[src/rtl/fp_pkg.sv]
// Shared floating-point format constants and unpacker state encodings.
package fp_pkg;

    localparam int FP16_EXP_W  = 5;
    localparam int FP16_FRAC_W = 10;
    localparam int FP32_EXP_W  = 8;
    localparam int FP32_FRAC_W = 23;
    localparam int BF16_EXP_W  = 8;
    localparam int BF16_FRAC_W = 7;

    localparam logic [1:0] ST_IDLE = 2'd0;
    localparam logic [1:0] ST_NORM = 2'd1;
    localparam logic [1:0] ST_HOLD = 2'd2;

    typedef struct packed {
        logic subnorm;
        logic zero;
        logic inf;
        logic nan;
        logic snan;
    } fp_flags_t;

endpackage

[src/rtl/fp_classify.sv]
// Combinational field split and class decode of one packed IEEE-754 operand.
module fp_classify
    import fp_pkg::*;
#(
    parameter int EXP_W  = FP16_EXP_W,
    parameter int FRAC_W = FP16_FRAC_W
) (
    input  logic [EXP_W+FRAC_W:0] x_i,
    output logic                  sign_o,
    output logic [EXP_W+1:0]      exp_o,
    output logic [FRAC_W:0]       mant_o,
    output fp_flags_t             flags_o
);

    logic [EXP_W-1:0]  expField;
    logic [FRAC_W-1:0] fracField;
    logic              expMax;
    logic              expNonZero;
    logic              fracZero;

    assign expField   = x_i[EXP_W+FRAC_W-1:FRAC_W];
    assign fracField  = x_i[FRAC_W-1:0];
    assign expMax     = &expField;
    assign expNonZero = |expField;
    assign fracZero   = ~|fracField;

    // Subnormals and zero use the minimum exponent 1 with an implicit leading 0.
    assign sign_o = x_i[EXP_W+FRAC_W];
    assign exp_o  = {2'b00, expField} + {{(EXP_W+1){1'b0}}, ~expNonZero};
    assign mant_o = {expNonZero, fracField};

    assign flags_o.subnorm = ~expNonZero & ~fracZero;
    assign flags_o.zero    = ~expNonZero & fracZero;
    assign flags_o.inf     = expMax & fracZero;
    assign flags_o.nan     = expMax & ~fracZero;
    assign flags_o.snan    = expMax & ~fracZero & ~fracField[FRAC_W-1];

endmodule

[src/rtl/fp_unpack_seq.sv]
// Handshaked operand unpacker; optionally normalises subnormals one bit per cycle.
module fp_unpack_seq
    import fp_pkg::*;
#(
    parameter int EXP_W        = FP16_EXP_W,
    parameter int FRAC_W       = FP16_FRAC_W,
    parameter int NORM_SUBNORM = 1
) (
    input  logic                  clk,
    input  logic                  reset,
    input  logic                  in_valid,
    output logic                  in_ready,
    input  logic [EXP_W+FRAC_W:0] X,
    output logic                  out_valid,
    input  logic                  out_ready,
    output logic                  Xs,
    output logic [EXP_W+1:0]      Xe,
    output logic [FRAC_W:0]       Xm,
    output logic                  Xsubnorm,
    output logic                  Xzero,
    output logic                  Xinf,
    output logic                  XNaN,
    output logic                  XsNaN
);

    logic [1:0]         state_q, state_d;
    logic               xs_q, xs_d;
    logic [EXP_W+1:0]   xe_q, xe_d;
    logic [FRAC_W:0]    xm_q, xm_d;
    fp_flags_t          flags_q, flags_d;

    logic               clsSign;
    logic [EXP_W+1:0]   clsExp;
    logic [FRAC_W:0]    clsMant;
    fp_flags_t          clsFlags;
    logic               accept;
    logic [1:0]         loadState;

    fp_classify #(
        .EXP_W  (EXP_W),
        .FRAC_W (FRAC_W)
    ) u_classify (
        .x_i     (X),
        .sign_o  (clsSign),
        .exp_o   (clsExp),
        .mant_o  (clsMant),
        .flags_o (clsFlags)
    );

    assign in_ready  = ~reset & ((state_q == ST_IDLE) | ((state_q == ST_HOLD) & out_ready));
    assign accept    = in_valid & in_ready;
    assign loadState = (clsFlags.subnorm && (NORM_SUBNORM != 0)) ? ST_NORM : ST_HOLD;

    // A new accept always wins: it can only happen in IDLE or while HOLD is draining.
    always_comb begin
        state_d = state_q;
        xs_d    = xs_q;
        xe_d    = xe_q;
        xm_d    = xm_q;
        flags_d = flags_q;
        case (state_q)
            ST_NORM: begin
                xm_d = {xm_q[FRAC_W-1:0], 1'b0};
                xe_d = xe_q - {{(EXP_W+1){1'b0}}, 1'b1};
                if (xm_q[FRAC_W-1]) begin
                    state_d = ST_HOLD;
                end
            end
            ST_HOLD: begin
                if (out_ready) begin
                    state_d = ST_IDLE;
                end
            end
            ST_IDLE: begin
                state_d = ST_IDLE;
            end
            default: begin
                state_d = ST_IDLE;
            end
        endcase
        if (accept) begin
            state_d = loadState;
            xs_d    = clsSign;
            xe_d    = clsExp;
            xm_d    = clsMant;
            flags_d = clsFlags;
        end
    end

    always_ff @(posedge clk) begin
        if (reset) begin
            state_q <= ST_IDLE;
            xs_q    <= 1'b0;
            xe_q    <= '0;
            xm_q    <= '0;
            flags_q <= '0;
        end else begin
            state_q <= state_d;
            xs_q    <= xs_d;
            xe_q    <= xe_d;
            xm_q    <= xm_d;
            flags_q <= flags_d;
        end
    end

    assign out_valid = (state_q == ST_HOLD);
    assign Xs        = xs_q;
    assign Xe        = xe_q;
    assign Xm        = xm_q;
    assign Xsubnorm  = flags_q.subnorm;
    assign Xzero     = flags_q.zero;
    assign Xinf      = flags_q.inf;
    assign XNaN      = flags_q.nan;
    assign XsNaN     = flags_q.snan;

endmodule

[config.mk]
export PLATFORM = sky130hd
export DESIGN_NAME = fp_unpack_seq
export DESIGN_NICKNAME = d
export VERILOG_FILES = /design/src/rtl/fp_pkg.sv /design/src/rtl/fp_classify.sv /design/src/rtl/fp_unpack_seq.sv
export SDC_FILE = /design/constraint.sdc
export NUM_CORES = 1
export LEC_CHECK = 0
export ABC_AREA = 1
export BUFFER_PORTS_ARGS = -buffer_cell sky130_fd_sc_hd__buf_2
export CORE_MARGIN = 2
export CORE_UTILIZATION = 49
export CTS_CLUSTER_SIZE = 8
export DETAILED_ROUTE_END_ITERATION = 8
export PLACE_DENSITY_LB_ADDON = 0.12
export SLEW_MARGIN = 20
export SYNTH_ARGS = -nofsm -noshare
export SYNTH_HDL_FRONTEND = slang
export SYNTH_SLANG_ARGS = --single-unit
[constraint.sdc]
create_clock -name clk -period 1.8 [get_ports clk]
set_clock_uncertainty 0.1 [all_clocks]
set_input_delay 0.09 -clock clk [delete_from_list [all_inputs] [get_ports clk]]
set_output_delay 0.09 -clock clk [all_outputs]
set_load 0.05 [all_outputs]
# Word-level counts from Yosys, hierarchy flattened

Index checks and enable logic that the tools add are counted.

Bits of input ports: 20
Output and inout port bits: 26
Flip-flop bits (word level): 26

Reduce and logical (&&, ||, !) cells: 7
Multiplexer cells: 9
Eq/ne operators: 4
$add $sub $neg: 2
Bitwise gates (word level): 12

Operators with widths:

| kind                                                   | number |
|---|---|
| two-way mux 11 bit                                     | 2 |
| two-way mux 7 bit                                      | 2 |
| OR reduction 10 bit                                    | 1 |
| AND 1 bit                                              | 8 |
| two-way mux 2 bit                                      | 4 |
| subtractor 7 x 1 -> 7 bit (second input constant)      | 1 |
| adder 5 x 1 -> 6 bit                                   | 1 |
| AND reduction 5 bit                                    | 1 |
| OR reduction 5 bit                                     | 1 |
| one-hot mux 2 bit (2 select lines)                     | 1 |
| inequality test 3 x 1 -> 1 bit (second input constant) | 1 |
| inequality test 3 bit (second input constant)          | 1 |
| inverter 1 bit                                         | 3 |
| == test 2 x 1 -> 1 bit (second input constant)         | 1 |
| == test 2 bit (second input constant)                  | 1 |
| zero test 2 bit                                        | 1 |
| AND reduction 2 bit                                    | 1 |
| nonzero test 2 bit                                     | 1 |
| zero test 1 bit                                        | 1 |
| bitwise OR 1 bit                                       | 1 |

# Longest topological paths before layout

Gate-level depths: netlist (run 1).

Depth in word-level cells: 7
Mapped depth: 11

# Cells and area by module

Synthesis (run 1) repeated with hierarchy kept, for this count alone.

Cells, all modules: 247
Area, all modules: 1605.3 um^2

By module, submodules not included:

| module        | cells an instance | area each (um^2) | seq. area each (um^2) | times used |
|---|---|---|---|---|
| fp_unpack_seq | 200               | 1336.3           | 520.5                 | 1 |
| fp_classify   | 47                | 269.0            | 0.0                   | 1 |

# Least setup slack after synthesis (run 1)

OpenSTA, ideal clock, no wires.

Kind: register -> register
Start point: reg xe_q[0], in the netlist Xe[0]
End point: reg xe_q[6], in the netlist Xe[6]
Slack: 139 ps
Data required time: 1586 ps
Arrival: 1446 ps
Path buffers: 0
Clock period less this slack: 1661 ps
Stages on the path, launching flop included: 9
Path through: dfxtp_1 > inv_1 > ha_1 > inv_1 > nor2_1 > nand2_1 > nor3_1 > nor2_1 > nor2_1

Cells in the longest elaborated chain, start to end: 3

Ends and longest elaborated chain:

| element                   | RTL line             | text |
|---|---|---|
| start: declaration        | fp_unpack_seq.sv:28  | `logic [EXP_W+1:0] xe_q, xe_d;` |
| start signal: assignment  | fp_unpack_seq.sv:94  | `xe_q <= '0;` |
| start signal: assignment  | fp_unpack_seq.sv:100 | `xe_q <= xe_d;` |
| subtractor 7 x 1 -> 7 bit | fp_unpack_seq.sv:64  | `xe_d = xe_q - {{(EXP_W+1){1'b0}}, 1'b1};` |
| two-way mux 7 bit         | fp_unpack_seq.sv:61  | `case (state_q)` |
| two-way mux 7 bit         | fp_unpack_seq.sv:81  | `if (accept) begin` |

No other way between the ends. The select of a mux whose other input is x is not followed.
A chain may end at the register's enable or synchronous reset.

# Worst setup path after layout (run 1)

Start point: in reset
End point: reg xe_q[1], in the netlist Xe[1]

Cells in the longest elaborated chain, start to end: 4
Elaborated cells between the ends (all ways): 5

Ends and longest elaborated chain:

| element                                                        | RTL line            | text |
|---|---|---|
| start: declaration                                             | fp_unpack_seq.sv:10 | `input logic reset,` |
| inverter 1 bit                                                 | fp_unpack_seq.sv:50 | `assign in_ready = ~reset & ((state_q == ST_IDLE) \| ((state_q == ST_HOLD) & out_ready));` |
| AND 1 bit                                                      | fp_unpack_seq.sv:50 |  |
| AND 1 bit                                                      | fp_unpack_seq.sv:51 | `assign accept = in_valid & in_ready;` |
| two-way mux 7 bit / nonzero test 2 bit (equally long branches) | -                   |  |

Parallel ways exist; a longest one is shown, timed or not.

==> impl_metrics.py, run 1 <==
metrics = {
    "outcome": {
        "outcome": "complete, no violations",
    },
    "clock_network": {
        "cts.path.max_buffers": 2,
        "cts_sinks": 26,
        "clkLatencyLatePin_ns": 0.31,
        "postCtsHoldBufs": 10,
        "cts_resized": 0,
        "cts_tree": "done",
        "h-tree-depth": 1,
        "cts_root_buf": "clkbuf_4",
        "numCtsBuffers": 3,
        "clk_pin_slew_ns": 0.14,
        "post_cts_buffers": 0,
    },
    "placement": {
        "placement.io_buffers": 45,
        "gp_congestion": 0.799,
        "dp_hpwl_um": 2370,
    },
    "cells_and_area": {
        "nets": 289,
        "layout_commonest_cell": "nand2_1",
        "layout-drive-gt1-share_pct": 23.5,
        "diodes": 0,
        "final_cell_mix": "nand2_1, buf_2, dfxtp_1",
        "fin_util_pct": 63.8,
        "synthToLayoutAreaGrowth_pct": 25.2,
        "fillers": 273,
    },
    "synth": {
        "synth.net_count": 234,
        "synth-seq-area-share_pct": 37.4,
        "syn-cell-area_um2": 1390,
        "synth_top_area_share_pct": 37.4,
        "ys_warn_count": 0,
        "ys_types": 30,
        "netlist_instances": 211,
        "synth_area_leaders": "dfxtp_1, nand2_1, nor2_1, inv_1, nand3_1",
        "synth_seq_cells": 26,
        "synth_top_cell_by_area": "dfxtp_1",
        "synth_area_per_cell_um2": 6.60,
    },
    "timing": {
        "setup_viol_count_final": 0,
        "fin_crit_sh_pct": 86.3,
        "max_freq_mhz": 644,
        "hold_ws_ns": 0.00408,
        "setup_tns_ns": 0,
        "hold_violations": 0,
        "period_minus_slack_ns": 1.55,
        "grt_setup_unrepaired": "no",
        "slew_headroom_pct": 76.6,
        "drv_slew": 0,
        "worst_pin_slew_ns": 0.351,
    },
    "detailed_routing": {
        "drt_iter0_markers": 63,
        "vias": 1429,
        "drt-pass1-iter-count": 4,
        "wl_per_cell_um": 11.0,
        "drc_errors": 0,
        "ant_nets": 0,
        "totalWireLength_um": 3240,
        "avgViaCountPerCell": 4.84,
    },
    "worst_setup_path": {
        "cp-start-kind": "primary input",
        "worstPathArrival_ns": 1.71,
        "path_max_fanout": 16,
        "reg2reg_depth": 9,
        "critPathMostFrequentCell": "nor2_1",
        "cp_cell_sequence": "dlygate4sd3_1 > buf_2 > nor2_4 > nand3_4 > inv_2 > nand2_1 > o21ai_0 > nor2_1 > nor2_1",
        "critPathBufInv": 3,
        "slowest_delay_ns": 0.53,
        "worst_ep_required_time_ns": 1.96,
        "crit_slowest_cell": "dlygate4sd3_1",
        "worstSetupPathType": "in -> reg",
        "crit_family": "buffers and inverters",
        "path_depth": 9,
        "cp-end-kind": "register",
    },
    "die": {
        "dieArea_um2": 3280,
        "die_h_um": 57.3,
        "ioPinCount": 46,
        "num_rows": 19,
        "start_util_pct": 50.9,
        "coreArea_um2": 2730,
        "die_w_um": 57.3,
    },
    "power": {
        "switching_power_w": 0.000398,
        "power_frac_clock_pct": 20.7,
        "netSwitchingFraction_pct": 33.9,
        "p_seq_share_pct": 53.1,
        "pwr_density_cell_nw_per_um2": 674,
        "p_int_w": 0.000777,
        "p_leak_nw": 0.945,
        "power_frac_comb_pct": 26.2,
        "peakVddDrop_v": 0.000504,
    },
    "global_route": {
        "grt_pass1_vias": 1241,
        "antenna_found_initial": 0,
        "grt_overflow": 0,
        "grtUsageTotal_pct": 20.9,
        "grt_pass1_wl_um": 5460,
        "grt_max_degree": 17,
    },
    "run": {
        "maxCapViolCount": 0,
    },
    "min_path": {
        "min_path_type": "in -> reg",
        "min_path_cells": 3,
    },
}
-- worst min-delay path, cell delays in order --
cell and delay, ns:
buf_2 0.11, nand4_1 0.11, o31ai_1 0.07
-- cell families (layout without fill, tap and decap cells) --
family	after synthesis	count (layout)	share of synthesized area [%]
simple gates	125	125	39.4
buf+inv	33	86	10.4
compound gates	22	22	8.81
flops	26	26	37.4
xor+xnor	2	2	1.26
fa+ha+maj	3	3	2.70
-- layer usage --
metal | GRT usage, % | routed length, µm | vias up
met5 | 0 | 0 | -
met4 | 2.99 | 19 | 0
met3 | 4.08 | 174 | 2
met2 | 34.6 | 1480 | 41
met1 | 29.1 | 1560 | 620
li1 | - | - | 766
-- flip-flops by register name (all words and copies together), names as in the netlist --
register	count
Xe	7
state_q	2
Xzero	1
Xsubnorm	1
XNaN	1
Xinf	1
Xs	1
Xm	11
XsNaN	1
-- power groups by stage --
stage | Combinational [W] | Sequential [W] | Clock (W)
after detailed placement | 0.000291 | 0.000636 | 0
after CTS | 0.000308 | 0.000624 | 0.000247
after global routing | 0.000337 | 0.000627 | 0.000273
after floorplan | 0.000134 | 0.000719 | 0
after global placement | 0.000291 | 0.000636 | 0
final | 0.000307 | 0.000624 | 0.000243
-- path summary, 6_finish.rpt --
| kind | start | slack, ns | to |
|---|---|---|---|
| min | X[10] | 0.004 | Xinf |
| min reg2reg | Xsubnorm | 0.35 | Xsubnorm |
| max reg2reg | Xe[0] | 0.29 | Xe[6] |
| max | reset | 0.25 | Xe[1] |
-- synthesized netlist by cell type --
master    count
nor2_4        2
inv_1        22
nand3_4       1
o21ai_0       8
nand2_4       1
buf_2         2
o31ai_1       1
a22o_1        1
or2_2         1
nand2_2       1
buf_6         2
ha_1          3
dfxtp_1      26
nand3_1      15
xor2_1        1
or2_4         1
a21oi_1       9
clkbuf_1      1
nand4_1       3
inv_2         5
o21bai_1      1
a21oi_2       1
o21ai_1       1
nor2_1       25
buf_4         1
nor3_1        1
xnor2_1       1
and2_0        1
nand2_1      72
nand3b_1      1
-- area by class of cell --
type	instances	area (µm²)	share of cell area (%)
multi-input cells	152	727	41.7
flip-flops and latches	26	520	29.9
repair buffers	56	333	19.1
inverters	27	101	5.81
well taps	31	38.8	2.23
clock buffers	3	22.5	1.29
-- through the flow --
step	area (µm²)	power (W)	instances	worst slack, ns
floorplan	1390	0.000853	211	0.139
global placement	1620	0.000927	282	0.324
detailed placement	1620	0.000928	282	0.276
CTS	1740	0.00118	295	0.246
global route	1740	0.00124	295	0.117
finish	1740	0.00117	295	0.246
Power figures use the tool's default switching activity.
==> run 2: changes to the inputs <==
==> constraint.sdc (replaced) <==
create_clock -name clk -period 1.8 [get_ports clk]
set_clock_uncertainty 0.1 [all_clocks]
set_input_delay 0.18 -clock clk [delete_from_list [all_inputs] [get_ports clk]]
set_output_delay 0.18 -clock clk [all_outputs]
set_load 0.05 [all_outputs]
==> run 2 against run 1 <==
Against the previous run: worst setup slack better by 0.016 ns; hold slack better by 0.045 ns; non-clock buffer count down 5; power grew 13%; die area unchanged; global-route usage down 0.92 points; sequential share of layout area up 0.43 points; utilization shrank 0.92 points; routed wire length is 4.8% lower; sequential power about the same; final cell count down 1.4%.
==> impl_metrics.py, run 2 (same netlist as run 1, synthesis figures left out) <==
metrics = {
    "global_route": {
        "grt_pass1_vias": 1169,
        "grtUsageTotal_pct": 20.0,
        "grt_overflow": 0,
        "grt_max_degree": 17,
        "grt_pass1_wl_um": 5150,
        "antenna_found_initial": 0,
    },
    "detailed_routing": {
        "vias": 1390,
        "drc_errors": 0,
        "wl_per_cell_um": 10.6,
        "totalWireLength_um": 3090,
        "ant_nets": 0,
        "avgViaCountPerCell": 4.78,
        "drt-pass1-iter-count": 5,
        "drt_iter0_markers": 82,
    },
    "clock_network": {
        "clkLatencyLatePin_ns": 0.32,
        "cts_sinks": 26,
        "clk_pin_slew_ns": 0.14,
        "cts_root_buf": "clkbuf_4",
        "numCtsBuffers": 3,
        "h-tree-depth": 1,
        "cts.path.max_buffers": 2,
        "cts_resized": 0,
        "cts_tree": "done",
    },
    "die": {
        "dieArea_um2": 3280,
        "die_w_um": 57.3,
        "ioPinCount": 46,
        "num_rows": 19,
        "coreArea_um2": 2730,
        "start_util_pct": 50.9,
        "die_h_um": 57.3,
    },
    "timing": {
        "setup_viol_count_final": 0,
        "slew_headroom_pct": 81.4,
        "hold_violations": 0,
        "hold_ws_ns": 0.0491,
        "max_freq_mhz": 650,
        "setup_tns_ns": 0,
        "fin_crit_sh_pct": 85.5,
        "grt_setup_unrepaired": "no",
        "period_minus_slack_ns": 1.54,
        "drv_slew": 0,
        "worst_pin_slew_ns": 0.276,
    },
    "worst_setup_path": {
        "worstPathArrival_ns": 1.71,
        "critPathMostFrequentCell": "nand2_1",
        "slowest_delay_ns": 0.53,
        "cp_cell_sequence": "dlygate4sd3_1 > buf_2 > or2_2 > nor2_1 > nand2_1 > nand2_1 > nand2_1 > a21oi_2",
        "worstSetupPathType": "in -> reg",
        "worst_ep_required_time_ns": 1.98,
        "reg2reg_depth": 9,
        "rr_endpoint": "Xe[6]",
        "r2r_slack_ns": 0.27,
        "crit_slowest_cell": "dlygate4sd3_1",
        "path_max_fanout": 4,
        "reg2reg_from": "Xe[0]",
        "cp-start-kind": "primary input",
        "cp-end-kind": "register",
    },
    "min_path": {
        "min_path_type": "in -> reg",
        "holdPathEnd": "Xm[7]",
        "worstHoldStart": "X[7]",
        "min_path_cells": 5,
    },
    "cells_and_area": {
        "nets": 284,
        "synthToLayoutAreaGrowth_pct": 23.4,
        "multi_input_area_um2": 727,
        "diodes": 0,
        "largest_reg_flops": 11,
        "layout_commonest_cell": "nand2_1",
        "fillers": 276,
        "seq_area_um2": 520,
        "final_cell_mix": "nand2_1, buf_2, dfxtp_1",
        "layout-drive-gt1-share_pct": 25.0,
    },
    "power": {
        "peakVddDrop_v": 0.000460,
        "p_leak_nw": 0.940,
        "pwr_density_cell_nw_per_um2": 771,
    },
    "placement": {
        "placement.io_buffers": 45,
        "dp_hpwl_um": 2330,
        "gp_congestion": 0.871,
    },
    "outcome": {
        "outcome": "complete, no violations",
    },
    "run": {
        "maxCapViolCount": 0,
    },
}
run 2: cell count changes in the layout (fill, tap and decap cells not counted):
| cell | previous run | this run |
|---|---|---|
| dlygate4sd3_1 | 10 | 3 |
| bufinv_16 | 0 | 1 |
| buf_4 | 1 | 3 |
run 2: power breakdown:
| group | internal (W) | total [W] | leakage (nW) | switching, W |
|---|---|---|---|---|
| sequential | 0.000602 | 0.000624 | 0.212 | 0.0000217 |
| clock | 0.000225 | 0.000402 | 0.0279 | 0.000177 |
| combinational | 0.0000893 | 0.000298 | 0.700 | 0.000209 |
run 2: worst max path at each step:
stage,end,from,cells past startpoint
2_1_floorplan,Xe[6],Xe[0],8
3_3_place_gp,Xe[4],X[12],12
3_5_place_dp,Xe[4],X[12],12
4_1_cts,state_q[1],X[0],8
5_1_grt,Xe[6],Xe[0],9
6_report,state_q[1],X[0],8
run 2: final cells by class:
cell class / instances / area share (%)
multi-input combinational: 152 / 42.3
sequential: 26 / 30.3
timing repair buffer: 51 / 16.2
inverter: 27 / 5.90
tap: 31 / 2.26
clock inverter: 1 / 1.75
clock buffer: 3 / 1.31
run 2: worst max-delay path, delay by kind of cell:
family / cells / cell delay (ns)
AND/OR/NAND/NOR: 5 / 0.77
buffers and inverters: 2 / 0.65
AO/OA/AOI/OAI: 1 / 0.10
run 2: what timing repair did:
action | in CTS | in global routing
buffers inserted | 0 | 0
hold buffers | 3 | 0
endpoints found under the hold margin | 3 | 0
run 2: stage by stage:
step	worst slack [ns]	cells	util, %	power [W]	area (µm²)
2_1_floorplan	0.139	211	-	0.000853	1390
3_3_place_gp	0.264	284	59.8	0.000929	1640
3_5_place_dp	0.212	284	59.8	0.000928	1640
4_1_cts	0.287	291	62.8	0.00133	1720
5_1_grt	0.163	291	62.8	0.00139	1720
6_report	0.262	291	62.8	0.00132	1720
run 2: per-layer routing:
layer / track usage (%) / routed length [µm] / vias up
li1: - / - / 751
met1: 29.0 / 1550 / 590
met2: 31.4 / 1330 / 45
met3: 2.95 / 164 / 4
met4: 4.98 / 42 / 0
met5: 0 / 0 / -
